`config.mk`:
```
export PLATFORM = sky130hd
export DESIGN_NAME = iq_shift_agc_flat
export DESIGN_NICKNAME = d
export VERILOG_FILES = /design/src/rtl/iq_shift_agc_pkg.sv /design/src/rtl/iq_shift_agc_if.sv /design/src/rtl/iq_sat_shift.sv /design/src/rtl/iq_shift_agc.sv /design/src/flat_wrapper.sv
export SDC_FILE = /design/constraint.sdc
export NUM_CORES = 1
export LEC_CHECK = 0
export ABC_AREA = 1
export BUFFER_PORTS_ARGS = -buffer_cell sky130_fd_sc_hd__buf_2
export CORE_ASPECT_RATIO = 0.75
export CORE_MARGIN = 2
export CORE_UTILIZATION = 51
export DETAILED_ROUTE_END_ITERATION = 12
export PLACE_DENSITY = 0.74
export SLEW_MARGIN = 10
export SYNTH_ARGS = -nofsm -noshare
export SYNTH_HDL_FRONTEND = slang
export SYNTH_SLANG_ARGS = --single-unit
```
`constraint.sdc`:
```
create_clock -name clk -period 6.79 [get_ports clk]
set_clock_uncertainty 0.15 [all_clocks]
set_input_delay 0 -clock clk [delete_from_list [all_inputs] [get_ports clk]]
set_output_delay 0 -clock clk [all_outputs]
set_load 0.02 [all_outputs]
```
`src/rtl/iq_shift_agc_pkg.sv`:
```
// Shared constants and types for the IQ shift/saturate datapaths (RX AGC and TX scaling).
// Also holds the AGC state encoding.
package iq_shift_agc_pkg;

    localparam int SHIFT_W = 5;

    // Largest magnitude kept after clamping; the range is symmetric, so -2^(w-1) is never produced.
    function automatic int sat_pos_lim(input int w);
        return (1 << (w - 1)) - 1;
    endfunction

    localparam int SAT_POS_16 = sat_pos_lim(16);
    localparam int SAT_NEG_16 = -SAT_POS_16;

    typedef enum logic {
        ST_TRACK  = 1'b0,
        ST_MANUAL = 1'b1
    } agc_state_t;

endpackage

```
`src/rtl/iq_shift_agc_if.sv`:
```
// Sample stream bundle: packed {I,Q} input and the separate I and Q output streams.
interface iq_shift_agc_if #(
    parameter int I_WIDTH = 48,
    parameter int O_WIDTH = 16
);
    logic [I_WIDTH-1:0]        IQ_tdata;
    logic                      IQ_tvalid;
    logic signed [O_WIDTH-1:0] I_tdata;
    logic                      I_tvalid;
    logic signed [O_WIDTH-1:0] Q_tdata;
    logic                      Q_tvalid;

    modport master (
        output IQ_tdata, IQ_tvalid,
        input  I_tdata, I_tvalid, Q_tdata, Q_tvalid
    );

    modport slave (
        input  IQ_tdata, IQ_tvalid,
        output I_tdata, I_tvalid, Q_tdata, Q_tvalid
    );
endinterface

```
`src/rtl/iq_sat_shift.sv`:
```
// Combinational arithmetic right shift followed by a symmetric clamp to O_WIDTH bits.
// The sat bit reports that the clamp was engaged for this sample.
module iq_sat_shift
    import iq_shift_agc_pkg::*;
#(
    parameter int IN_W    = 24,
    parameter int O_WIDTH = 16
) (
    input  logic signed [IN_W-1:0]    din,
    input  logic [SHIFT_W-1:0]        shift,
    output logic signed [O_WIDTH-1:0] dout,
    output logic                      sat
);

    localparam logic signed [IN_W-1:0] POS_LIM = IN_W'(sat_pos_lim(O_WIDTH));
    localparam logic signed [IN_W-1:0] NEG_LIM = -POS_LIM;

    logic signed [IN_W-1:0] shifted;

    always_comb begin
        shifted = din >>> shift;
        sat     = 1'b0;
        dout    = shifted[O_WIDTH-1:0];
        if (shifted > POS_LIM) begin
            dout = POS_LIM[O_WIDTH-1:0];
            sat  = 1'b1;
        end else if (shifted < NEG_LIM) begin
            dout = NEG_LIM[O_WIDTH-1:0];
            sat  = 1'b1;
        end
    end

endmodule

```
`src/rtl/iq_shift_agc.sv`:
```
// Receive IQ truncation with a window-based automatic shift control.
// Peak output magnitude per window of valid samples steps the shift up or down.
module iq_shift_agc
    import iq_shift_agc_pkg::*;
#(
    parameter int I_WIDTH      = 48,
    parameter int O_WIDTH      = 16,
    parameter int SHIFT_MAX    = 8,
    parameter int SHIFT_INIT   = 4,
    parameter int WIN_LEN_LOG2 = 10,
    parameter int HI_THR       = 30000,
    parameter int LO_THR       = 8000
) (
    input  logic               clk,
    input  logic               rst_n,
    iq_shift_agc_if.slave      iq,
    input  logic               agc_en,
    input  logic [SHIFT_W-1:0] manual_shift,
    output logic [SHIFT_W-1:0] shift_cur,
    output logic               sat_flag,
    output logic               window_done
);

    localparam int HALF_W = I_WIDTH / 2;
    localparam int MAG_W  = O_WIDTH - 1;

    localparam logic [SHIFT_W-1:0]      SHIFT_MAX_C  = SHIFT_W'(SHIFT_MAX);
    localparam logic [SHIFT_W-1:0]      SHIFT_INIT_C = SHIFT_W'(SHIFT_INIT);
    localparam logic [MAG_W-1:0]        HI_C         = MAG_W'(HI_THR);
    localparam logic [MAG_W-1:0]        LO_C         = MAG_W'(LO_THR);
    localparam logic [WIN_LEN_LOG2-1:0] CNT_LAST     = '1;

    logic signed [HALF_W-1:0]  i_in;
    logic signed [HALF_W-1:0]  q_in;
    logic signed [O_WIDTH-1:0] i_sat;
    logic signed [O_WIDTH-1:0] q_sat;
    logic                      i_clip;
    logic                      q_clip;

    agc_state_t                state;
    logic [WIN_LEN_LOG2-1:0]   win_cnt;
    logic [MAG_W-1:0]          peak;
    logic                      win_sat;

    logic signed [O_WIDTH-1:0] i_neg;
    logic signed [O_WIDTH-1:0] q_neg;
    logic [MAG_W-1:0]          i_mag;
    logic [MAG_W-1:0]          q_mag;
    logic [MAG_W-1:0]          peak_next;
    logic                      win_sat_next;
    logic [SHIFT_W-1:0]        shift_manual;
    logic [SHIFT_W-1:0]        shift_up;
    logic [SHIFT_W-1:0]        shift_dn;

    assign i_in = iq.IQ_tdata[I_WIDTH-1:HALF_W];
    assign q_in = iq.IQ_tdata[HALF_W-1:0];

    iq_sat_shift #(
        .IN_W    (HALF_W),
        .O_WIDTH (O_WIDTH)
    ) u_sat_i (
        .din   (i_in),
        .shift (shift_cur),
        .dout  (i_sat),
        .sat   (i_clip)
    );

    iq_sat_shift #(
        .IN_W    (HALF_W),
        .O_WIDTH (O_WIDTH)
    ) u_sat_q (
        .din   (q_in),
        .shift (shift_cur),
        .dout  (q_sat),
        .sat   (q_clip)
    );

    // The symmetric clamp guarantees the magnitude fits in O_WIDTH-1 bits.
    always_comb begin
        i_neg = -i_sat;
        q_neg = -q_sat;
        i_mag = i_sat[O_WIDTH-1] ? i_neg[MAG_W-1:0] : i_sat[MAG_W-1:0];
        q_mag = q_sat[O_WIDTH-1] ? q_neg[MAG_W-1:0] : q_sat[MAG_W-1:0];

        peak_next = peak;
        if (i_mag > peak_next) begin
            peak_next = i_mag;
        end
        if (q_mag > peak_next) begin
            peak_next = q_mag;
        end
        win_sat_next = win_sat | i_clip | q_clip;

        shift_manual = (manual_shift > SHIFT_MAX_C) ? SHIFT_MAX_C : manual_shift;
        shift_up     = (shift_cur >= SHIFT_MAX_C) ? SHIFT_MAX_C : shift_cur + SHIFT_W'(1);
        shift_dn     = (shift_cur == '0) ? '0 : shift_cur - SHIFT_W'(1);
    end

    always_ff @(posedge clk or negedge rst_n) begin
        if (!rst_n) begin
            iq.I_tdata  <= '0;
            iq.Q_tdata  <= '0;
            iq.I_tvalid <= 1'b0;
            iq.Q_tvalid <= 1'b0;
            sat_flag    <= 1'b0;
        end else begin
            iq.I_tvalid <= iq.IQ_tvalid;
            iq.Q_tvalid <= iq.IQ_tvalid;
            sat_flag    <= iq.IQ_tvalid & (i_clip | q_clip);
            if (iq.IQ_tvalid) begin
                iq.I_tdata <= i_sat;
                iq.Q_tdata <= q_sat;
            end
        end
    end

    // Leaving TRACK wins over a coincident window end, so manual control always takes priority.
    always_ff @(posedge clk or negedge rst_n) begin
        if (!rst_n) begin
            state       <= ST_TRACK;
            win_cnt     <= '0;
            peak        <= '0;
            win_sat     <= 1'b0;
            shift_cur   <= SHIFT_INIT_C;
            window_done <= 1'b0;
        end else begin
            window_done <= 1'b0;
            case (state)
                ST_TRACK: begin
                    if (!agc_en) begin
                        state     <= ST_MANUAL;
                        shift_cur <= shift_manual;
                        win_cnt   <= '0;
                        peak      <= '0;
                        win_sat   <= 1'b0;
                    end else if (iq.IQ_tvalid) begin
                        if (win_cnt == CNT_LAST) begin
                            win_cnt     <= '0;
                            peak        <= '0;
                            win_sat     <= 1'b0;
                            window_done <= 1'b1;
                            if ((peak_next >= HI_C) || win_sat_next) begin
                                shift_cur <= shift_up;
                            end else if (peak_next < LO_C) begin
                                shift_cur <= shift_dn;
                            end
                        end else begin
                            win_cnt <= win_cnt + 1'b1;
                            peak    <= peak_next;
                            win_sat <= win_sat_next;
                        end
                    end
                end
                ST_MANUAL: begin
                    shift_cur <= shift_manual;
                    win_cnt   <= '0;
                    peak      <= '0;
                    win_sat   <= 1'b0;
                    if (agc_en) begin
                        state <= ST_TRACK;
                    end
                end
                default: begin
                    state <= ST_TRACK;
                end
            endcase
        end
    end

endmodule

```
`src/flat_wrapper.sv`:
```
// flat-port wrapper written by rule: the top's interface ports become plain ports
module iq_shift_agc_flat import iq_shift_agc_pkg::*;
#(
    parameter int I_WIDTH      = 48,
    parameter int O_WIDTH      = 16,
    parameter int SHIFT_MAX    = 8,
    parameter int SHIFT_INIT   = 4,
    parameter int WIN_LEN_LOG2 = 10,
    parameter int HI_THR       = 30000,
    parameter int LO_THR       = 8000
)
  (clk, rst_n, agc_en, manual_shift, shift_cur, sat_flag, window_done, iq_IQ_tdata, iq_IQ_tvalid, iq_I_tdata, iq_I_tvalid, iq_Q_tdata, iq_Q_tvalid);
  iq_shift_agc_if #(.I_WIDTH(I_WIDTH), .O_WIDTH(O_WIDTH)) iq_i ();
  input  logic clk;
  input  logic rst_n;
  input  logic agc_en;
  input  logic [SHIFT_W-1:0] manual_shift;
  output logic [SHIFT_W-1:0] shift_cur;
  output logic sat_flag;
  output logic window_done;
  input wire logic [$bits(iq_i.IQ_tdata)-1:0] iq_IQ_tdata;
  input wire logic [$bits(iq_i.IQ_tvalid)-1:0] iq_IQ_tvalid;
  output wire logic [$bits(iq_i.I_tdata)-1:0] iq_I_tdata;
  output wire logic [$bits(iq_i.I_tvalid)-1:0] iq_I_tvalid;
  output wire logic [$bits(iq_i.Q_tdata)-1:0] iq_Q_tdata;
  output wire logic [$bits(iq_i.Q_tvalid)-1:0] iq_Q_tvalid;
  assign iq_i.IQ_tdata = iq_IQ_tdata;
  assign iq_i.IQ_tvalid = iq_IQ_tvalid;
  assign iq_I_tdata = iq_i.I_tdata;
  assign iq_I_tvalid = iq_i.I_tvalid;
  assign iq_Q_tdata = iq_i.Q_tdata;
  assign iq_Q_tvalid = iq_i.Q_tvalid;
  iq_shift_agc #(.I_WIDTH(I_WIDTH), .O_WIDTH(O_WIDTH), .SHIFT_MAX(SHIFT_MAX), .SHIFT_INIT(SHIFT_INIT), .WIN_LEN_LOG2(WIN_LEN_LOG2), .HI_THR(HI_THR), .LO_THR(LO_THR)) u_core (.clk(clk), .rst_n(rst_n), .iq(iq_i), .agc_en(agc_en), .manual_shift(manual_shift), .shift_cur(shift_cur), .sat_flag(sat_flag), .window_done(window_done));
endmodule
```
==> results of run 1 <==
cells in the mapped netlist (17+ instances only):
master                     number
sky130_fd_sc_hd__dfrtp_1       66
sky130_fd_sc_hd__nand2_1      477
sky130_fd_sc_hd__xor2_1        18
sky130_fd_sc_hd__nand2_2       17
sky130_fd_sc_hd__o21ai_0       62
sky130_fd_sc_hd__nor2_1       111
sky130_fd_sc_hd__clkbuf_1      18
sky130_fd_sc_hd__buf_2         26
sky130_fd_sc_hd__inv_1        115
sky130_fd_sc_hd__ha_1          34
sky130_fd_sc_hd__a21oi_1       39
sky130_fd_sc_hd__nand3_1      214
path summary, 6_finish.rpt:
kind,endpoint,slack (ps),cells past startpoint
min,u_core.shift_cur[1],170,6
max reg2reg,u_core.shift_cur[2],-750,59
min reg2reg,u_core.iq.I_tdata[12],330,2
min in group asynchronous,u_core.iq.I_tdata[4],240,3
max in group asynchronous,u_core.shift_cur[0],5610,3
max,u_core.shift_cur[2],-750,59
cell families (layout without fill, tap and decap cells):
kind of cell    after synthesis  count (layout)  synth area share, %
simple gates                871             872                47.95
fa+ha+maj                    34              34                5.430
mux                           1               1               0.1437
compound gates              156             156                11.26
flops                        67              67                21.42
xor+xnor                     23              23                2.571
buf+inv                     201             451                11.23
registers in the layout (all words and copies together) (netlist names):
register            cells
u_core.iq.I_tdata      16
u_core.iq.Q_tdata      16
u_core.peak            15
u_core.win_cnt         10
u_core.shift_cur        5
u_core.iq.I_tvalid      1
u_core.sat_flag         1
u_core.state            1
u_core.win_sat          1
u_core.window_done      1
per-layer routing:
metal,wire (um),vias up
li1,-,4901
met1,12860,4715
met2,13640,589
met3,2644,114
met4,1017,0
met5,0,-
area by class of cell:
type	count	share of cell area, %
sequential	67	14.82
inverter	137	4.733
clock inverter	2	0.5295
timing repair buffer	297	19.19
multi-input combinational	1086	56.09
timing repair inverter	1	0.04413
clock buffer	14	2.328
tap	205	2.261
critical path: cells and delay by family, from the launching register on:
| family | cells | cell delay, ps |
|---|---|---|
| buffers and inverters | 12 | 1260 |
| DFF | 1 | 540 |
| adders and majority gates | 3 | 700 |
| xor gates and xnor gates | 1 | 160 |
| and+or+nand+nor | 38 | 3600 |
| AOI/OAI and AO/OA | 5 | 1010 |
cells in the final DEF (no fill, tap or decap), types with 4 or more instances in the layout:
cell,n
sky130_fd_sc_hd__dlygate4sd3_1,8
sky130_fd_sc_hd__dfrtp_1,64
sky130_fd_sc_hd__nand2_1,401
sky130_fd_sc_hd__o21ai_0,44
sky130_fd_sc_hd__nand3_1,154
sky130_fd_sc_hd__nand2_8,5
sky130_fd_sc_hd__nand2_2,68
sky130_fd_sc_hd__ha_1,25
sky130_fd_sc_hd__buf_12,5
sky130_fd_sc_hd__buf_2,97
sky130_fd_sc_hd__inv_1,106
sky130_fd_sc_hd__o22ai_1,8
sky130_fd_sc_hd__nand2_4,25
sky130_fd_sc_hd__nor2_1,92
sky130_fd_sc_hd__o21ai_2,9
sky130_fd_sc_hd__nand3b_1,4
sky130_fd_sc_hd__clkinv_1,4
sky130_fd_sc_hd__nand4_1,10
sky130_fd_sc_hd__a21oi_2,8
sky130_fd_sc_hd__clkbuf_16,9
sky130_fd_sc_hd__buf_6,14
sky130_fd_sc_hd__xor2_1,15
sky130_fd_sc_hd__a21oi_1,33
sky130_fd_sc_hd__o21ai_1,24
sky130_fd_sc_hd__ha_4,9
sky130_fd_sc_hd__nor2_4,7
sky130_fd_sc_hd__nand3_4,13
sky130_fd_sc_hd__inv_4,4
sky130_fd_sc_hd__nand3_2,50
sky130_fd_sc_hd__nor3_1,11
sky130_fd_sc_hd__xnor2_1,4
sky130_fd_sc_hd__nor2_2,22
sky130_fd_sc_hd__inv_2,21
sky130_fd_sc_hd__buf_4,169
sky130_fd_sc_hd__a31oi_1,12
what timing repair did:
| item | CTS | global route |
|---|---|---|
| gates cloned | 5 | 0 |
| buffers inserted | 37 | 15 |
| hold buffers | 8 | 0 |
| pin swaps | 61 | 90 |
| endpoints found under the setup margin | 5 | 20 |
| gates resized for setup | 163 | 137 |
| endpoints found under the hold margin | 73 | 0 |
where the power goes:
group	leakage, nW	total, W	internal, W	switching (W)
Clock	0.157	0.000524	0.000342	0.000182
Sequential	0.836	0.000561	0.000494	0.0000670
Combinational	4.92	0.00520	0.00219	0.00301
Total	5.91	0.00628	0.00302	0.00326
per-stage QoR:
stage	TNS [ps]	hold WS [ps]	total power, W
2_1_floorplan	0	-445.6	0.002850
3_3_place_gp	-1461	21.38	0.004215
3_5_place_dp	-2350	19.53	0.004248
4_1_cts	-677.4	88.03	0.005514
5_1_grt	-11850	184.8	0.006676
6_report	-4571	174.4	0.006284
==> summary.md, run 1 <==
### Die
- 147.1 um — width of the chip
- 39 — # rows
- 111.3 um — vertical die dimension
- 51.79% — initial standard-cell utilization of the core
- 98 — I/O pin total
- 0.01638 sq mm — DIE AREA
- 0.01513 sq mm — Floorplan Core Area

### Synth
- sky130_fd_sc_hd__dfrtp_1 — Top FF cell, synth
- 0 — Yosys warning count
- sky130_fd_sc_hd__nand2_1 — largest area contributor in the synthesized netlist
- 0 — number of synthesized flops with an enable pin
- sky130_fd_sc_hd__nand2_1, sky130_fd_sc_hd__dfrtp_1, sky130_fd_sc_hd__nand3_1 — leading cell types by total area after synthesis
- 0.007834 sq mm — combined area of all synthesized cells
- 100.0% — share of synthesized registers carrying an async set or reset
- 50 — Unique masters post-synth
- 21.42% — portion of the post-synthesis area used by sequential elements
- 5.790 sq um — Post-Synthesis Mean Instance Area
- 1444 — number of nets in the synthesized netlist
- 22.86% — Yosys top cell area share
- 67 — post-synthesis sequential element count
- 1353 — instance count of the mapped netlist

### Routing
- 0 — number of remaining DRC errors
- 0 — antenna-violating nets left
- 1277 — Detailed Route Iter0 Violations
- 6 — drt pass-1 iters
- 16.67 um — post-DR wirelength/cell
- 10319 — number of vias after detailed routing
- 5.704 — via density per instance
- 30160 um — wire length reported by the detailed router

### Global routing
- 6.557% — fraction of met3 tracks used by global routing
- 48.04% — GR met1 Demand/Resource
- 54.21% — met2 Usage GRT
- 0 — overall overflow remaining after global route
- 45660 um — wire length of the first global-routing pass
- 9389 — number of global-route vias before repair
- met2 — layer carrying the most global-route usage
- 0 — number of antenna violations at the first check in global routing
- 68 — largest net degree at the start of global routing
- 34.15% — aggregate global-route resource usage

### STA
- 132.6 MHz — highest achievable clock rate
- 1058 ps — slew at the pin closest to its max-slew limit
- 0 — max-slew violations
- -749.1 ps — Final WS setup
- 7539 ps — min Tclk post-route
- 111.0% — period utilization
- 28.94% — slew margin rel.
- 18 — total setup violations reported at the end of the flow
- true — unrepaired setup endpoints after global routing
- 0 — final hold violations

### Worst setup path
- u_core.shift_cur[0] — startpoint of the most critical register-to-register path
- register — startpoint types
- 540 ps — critical path's largest stage delay
- register — Critical Path End Type
- sky130_fd_sc_hd__nand2_2 — Most Frequent Cell on Critical Path
- 6890 ps — Data required, critical path
- 7640 ps — Arr. time, crit path
- sky130_fd_sc_hd__dfrtp_2 — Worst path slowest cell
- u_core.shift_cur[0] — Worst Setup SP
- register to register — Worst Path Class, Setup
- 8 — highest fanout seen on the critical path

### Cells and area
- 44.78% — area added between synthesis and finish
- 0 — antenna cell count
- 35.35% — share of cells above drive strength 1
- 1690 — post-layout net count
- 1163 — number of fill cells
- 0.006362 sq mm — combined area of the multi-input logic cells
- 74.98% — post-layout utilization of the core
- 1809 — number of cells in the finished layout apart from fillers
- 0.01134 sq mm — final design area excluding fillers
- 0.001680 sq mm — combined flip-flop and latch cell area

### Job
- 0 — Max Cap Viol

### Outcome
- negative setup slack — violated checks
- complete, but fails checks — status

### Power
- 5.911 nW — Leak
- 554.0 mW/mm^2 — Power per Cell Area
- 355.5 uV — highest ir drop seen on vdd

### Place
- 1.036 — RePlAce Congestion
- 0.009295 sq mm — cell area after placement
- -521.2 ps — Setup WS pre-CTS
- 19560 um — Final HPWL DP
- 1730 — placed instance count
- 97 — number of input and output port buffers inserted

### Clock network
- sky130_fd_sc_hd__clkbuf_16 — cell chosen for the clock root
- 3 — number of H-tree levels
- 340 ps — clock network latency to the later pin of the worst-skew pair
- 2 — clock buffer depth
- built — clock tree from TritonCTS
- 67 — number of sinks handled by clock tree synthesis
- 60 ps — clock transition at the register clock pins on the worst setup and hold paths after CTS
- 9 — TritonCTS Buffers

### Worst hold path
- primary input to register — kind of path behind the tightest hold check
- manual_shift[3] — worst min-delay path startpoint

Note: power is estimated with default switching activity, not from simulation.
==> run 2, diff against run 1 <==
--- a/config.mk
+++ b/config.mk
@@ -6,7 +6,7 @@
 export NUM_CORES = 1
 export LEC_CHECK = 0
 export ABC_AREA = 1
-export BUFFER_PORTS_ARGS = -buffer_cell sky130_fd_sc_hd__buf_2
+export BUFFER_PORTS_ARGS = -buffer_cell sky130_fd_sc_hd__clkbuf_2
 export CORE_ASPECT_RATIO = 0.75
 export CORE_MARGIN = 2
 export CORE_UTILIZATION = 51
==> summary.md, run 2 (same netlist as run 1, synthesis figures left out) <==
### Routing
- 8 — drt pass-1 iters, was 6
- 9887 — number of vias after detailed routing, was 10319
- 0 — number of remaining DRC errors, unchanged
- 5.554 — via density per instance, was 5.704
- 15.44 um — post-DR wirelength/cell, was 16.67 um
- 27490 um — wire length reported by the detailed router, was 30160 um
- 0 — antenna-violating nets left, unchanged
- 846 — Detailed Route Iter0 Violations, was 1277

### STA
- 0 — final hold violations, unchanged
- true — unrepaired setup endpoints after global routing, unchanged
- 7416 ps — min Tclk post-route, was 7539 ps
- -2929 ps — Post-Route Setup TNS, was -4571 ps
- 892.4 ps — slew at the pin closest to its max-slew limit, was 1058 ps
- 134.8 MHz — highest achievable clock rate, was 132.6 MHz
- -626.4 ps — Final WS setup, was -749.1 ps
- 5 — total setup violations reported at the end of the flow, was 18
- 109.2% — period utilization, was 111.0%
- 0 — max-slew violations, unchanged
- 40.05% — slew margin rel., was 28.94%

### Cells and area
- 1780 — number of cells in the finished layout apart from fillers, was 1809
- 0 — antenna cell count, unchanged
- u_core.iq.I_tdata (16), u_core.iq.Q_tdata (16), u_core.peak (15) — top flop regs, unchanged
- sky130_fd_sc_hd__nand2_1 — most frequent standard cell in the layout excluding fill and tap cells, unchanged
- sky130_fd_sc_hd__nand2_1, sky130_fd_sc_hd__nand3_1, sky130_fd_sc_hd__buf_4 — most frequent cells in the layout, was sky130_fd_sc_hd__nand2_1, sky130_fd_sc_hd__buf_4, sky130_fd_sc_hd__nand3_1
- 1661 — post-layout net count, was 1690
- 30.10% — share of cells above drive strength 1, was 35.35%
- 36.35% — area added between synthesis and finish, was 44.78%

### Worst setup path
- register — Critical Path End Type, unchanged
- 7520 ps — Arr. time, crit path, was 7640 ps
- -630 ps — flop2flop setup slack, was -750 ps
- register — startpoint types, unchanged
- 6 — highest fanout seen on the critical path, was 8
- 570 ps — critical path's largest stage delay, was 540 ps
- register to register — Worst Path Class, Setup, unchanged
- 6890 ps — Data required, critical path, about the same
- sky130_fd_sc_hd__nand2_2 — Most Frequent Cell on Critical Path, unchanged
- sky130_fd_sc_hd__dfrtp_2 — Worst path slowest cell, unchanged

### Worst hold path
- primary input to register — kind of path behind the tightest hold check, unchanged

### Power
- 558.4 mW/mm^2 — Power per Cell Area, was 554.0 mW/mm^2
- 397.0 uV — highest ir drop seen on vdd, was 355.5 uV
- 5.616 nW — Leak, was 5.911 nW

### Global routing
- 68 — largest net degree at the start of global routing, unchanged
- 0 — overall overflow remaining after global route, unchanged
- 5.164% — fraction of met3 tracks used by global routing, was 6.557%
- met2 — layer carrying the most global-route usage, unchanged
- 47.11% — GR met1 Demand/Resource, was 48.04%
- 8731 — number of global-route vias before repair, was 9389
- 42460 um — wire length of the first global-routing pass, was 45660 um
- 48.54% — met2 Usage GRT, was 54.21%
- 31.51% — aggregate global-route resource usage, was 34.15%
- 0 — number of antenna violations at the first check in global routing, unchanged

### Job
- 0 — Max Cap Viol, unchanged

### Place
- 1733 — placed instance count, was 1730
- 19860 um — Final HPWL DP, was 19560 um
- 0.9983 — RePlAce Congestion, was 1.036
- 97 — number of input and output port buffers inserted, unchanged

### Die
- 111.3 um — vertical die dimension, unchanged
- 51.79% — initial standard-cell utilization of the core, unchanged
- 0.01638 sq mm — DIE AREA, unchanged
- 0.01513 sq mm — Floorplan Core Area, unchanged
- 39 — # rows, unchanged
- 98 — I/O pin total, unchanged
- 147.1 um — width of the chip, unchanged

### Outcome
- negative setup slack — violated checks, unchanged
- complete, but fails checks — status, unchanged

### Clock network
- 67 — number of sinks handled by clock tree synthesis, unchanged
- 60 ps — clock transition at the register clock pins on the worst setup and hold paths after CTS, about the same
- 3 — number of H-tree levels, unchanged
- 340 ps — clock network latency to the later pin of the worst-skew pair, about the same
- built — clock tree from TritonCTS, unchanged
- 9 — TritonCTS Buffers, unchanged
- sky130_fd_sc_hd__clkbuf_16 — cell chosen for the clock root, unchanged
- 2 — clock buffer depth, unchanged

## run 2: changes by cell type in the layout (fill, tap and decap cells not counted), sizes merged
cell	before	now
dlygate4sd3	8	9
inv	132	134
clkinvlp	0	2
nand2	499	500
buf	289	160
clkbuf	14	110
clkinv	6	4
## run 2: critical path: cells and delay by family, from the launching register on
kind                       cells  cell delay [ps]
DFF                            1              570
and+or+nand+nor               36             3560
adders and majority gates      3              740
buffers and inverters          8              880
AOI/OAI and AO/OA              6             1210
xor gates and xnor gates       1              180
## run 2: final timing paths
check | startpoint | endpoint | cells after the start
min in group asynchronous | rst_n | u_core.iq.I_tdata[4] | 3
worst min register to register | u_core.iq.I_tdata[7] | u_core.iq.I_tdata[7] | 2
worst min-delay path | manual_shift[4] | u_core.shift_cur[1] | 6
worst max register to register | u_core.shift_cur[0] | u_core.shift_cur[2] | 54
worst max-delay path | u_core.shift_cur[0] | u_core.shift_cur[2] | 54
max in group asynchronous | rst_n | u_core.shift_cur[0] | 3
## run 2: through the flow
step / cell area (sq um) / hold WS (ps) / worst slack [ps] / total power [W] / utilization, %
detailed placement: 9343 / 21.10 / -533.7 / 0.004273 / 61.76
global placement: 9343 / 12.64 / -338.5 / 0.004258 / 61.76
global route: 10680 / 70.84 / -1038 / 0.006400 / 70.61
finish: 10680 / 48.78 / -626.4 / 0.005965 / 70.61
CTS: 9849 / 3.241 / -320.2 / 0.004900 / 65.11
floorplan: 7835 / -445.6 / 30.80 / 0.002850 / -
## run 2: area by class of cell
type,instances,area (sq um)
clock buffer,13,260.3
tap,205,256.5
timing repair inverter,2,15.01
timing repair buffer,266,1946
inverter,137,529.3
multi-input combinational,1087,5927
fill,1304,4446
clock inverter,3,68.82
sequential,67,1679
## run 2: routing by layer
| metal | part of all wire [%] | up-vias |
|---|---|---|
| met4 | 1.9 | 0 |
| met3 | 8.7 | 61 |
| met2 | 43 | 506 |
| met5 | 0 | - |
| li1 | - | 4825 |
| met1 | 46 | 4495 |
## run 2: power by group
part / internal [W] / total, W / switching, W
sequential: 0.000493 / 0.000561 / 0.0000677
combinational: 0.00206 / 0.00487 / 0.00281
clock: 0.000344 / 0.000529 / 0.000185
## run 2: timing repair
| action | 4_1_cts | 5_1_grt |
|---|---|---|
| gates cloned | 2 | 3 |
| resized for setup | 10 | 183 |
| setup buffers | 4 | 17 |
| endpoints found under the hold margin | 73 | 0 |
| setup endpoints to repair | 5 | 20 |
| hold buffers | 9 | 0 |
| pin swaps | 0 | 71 |
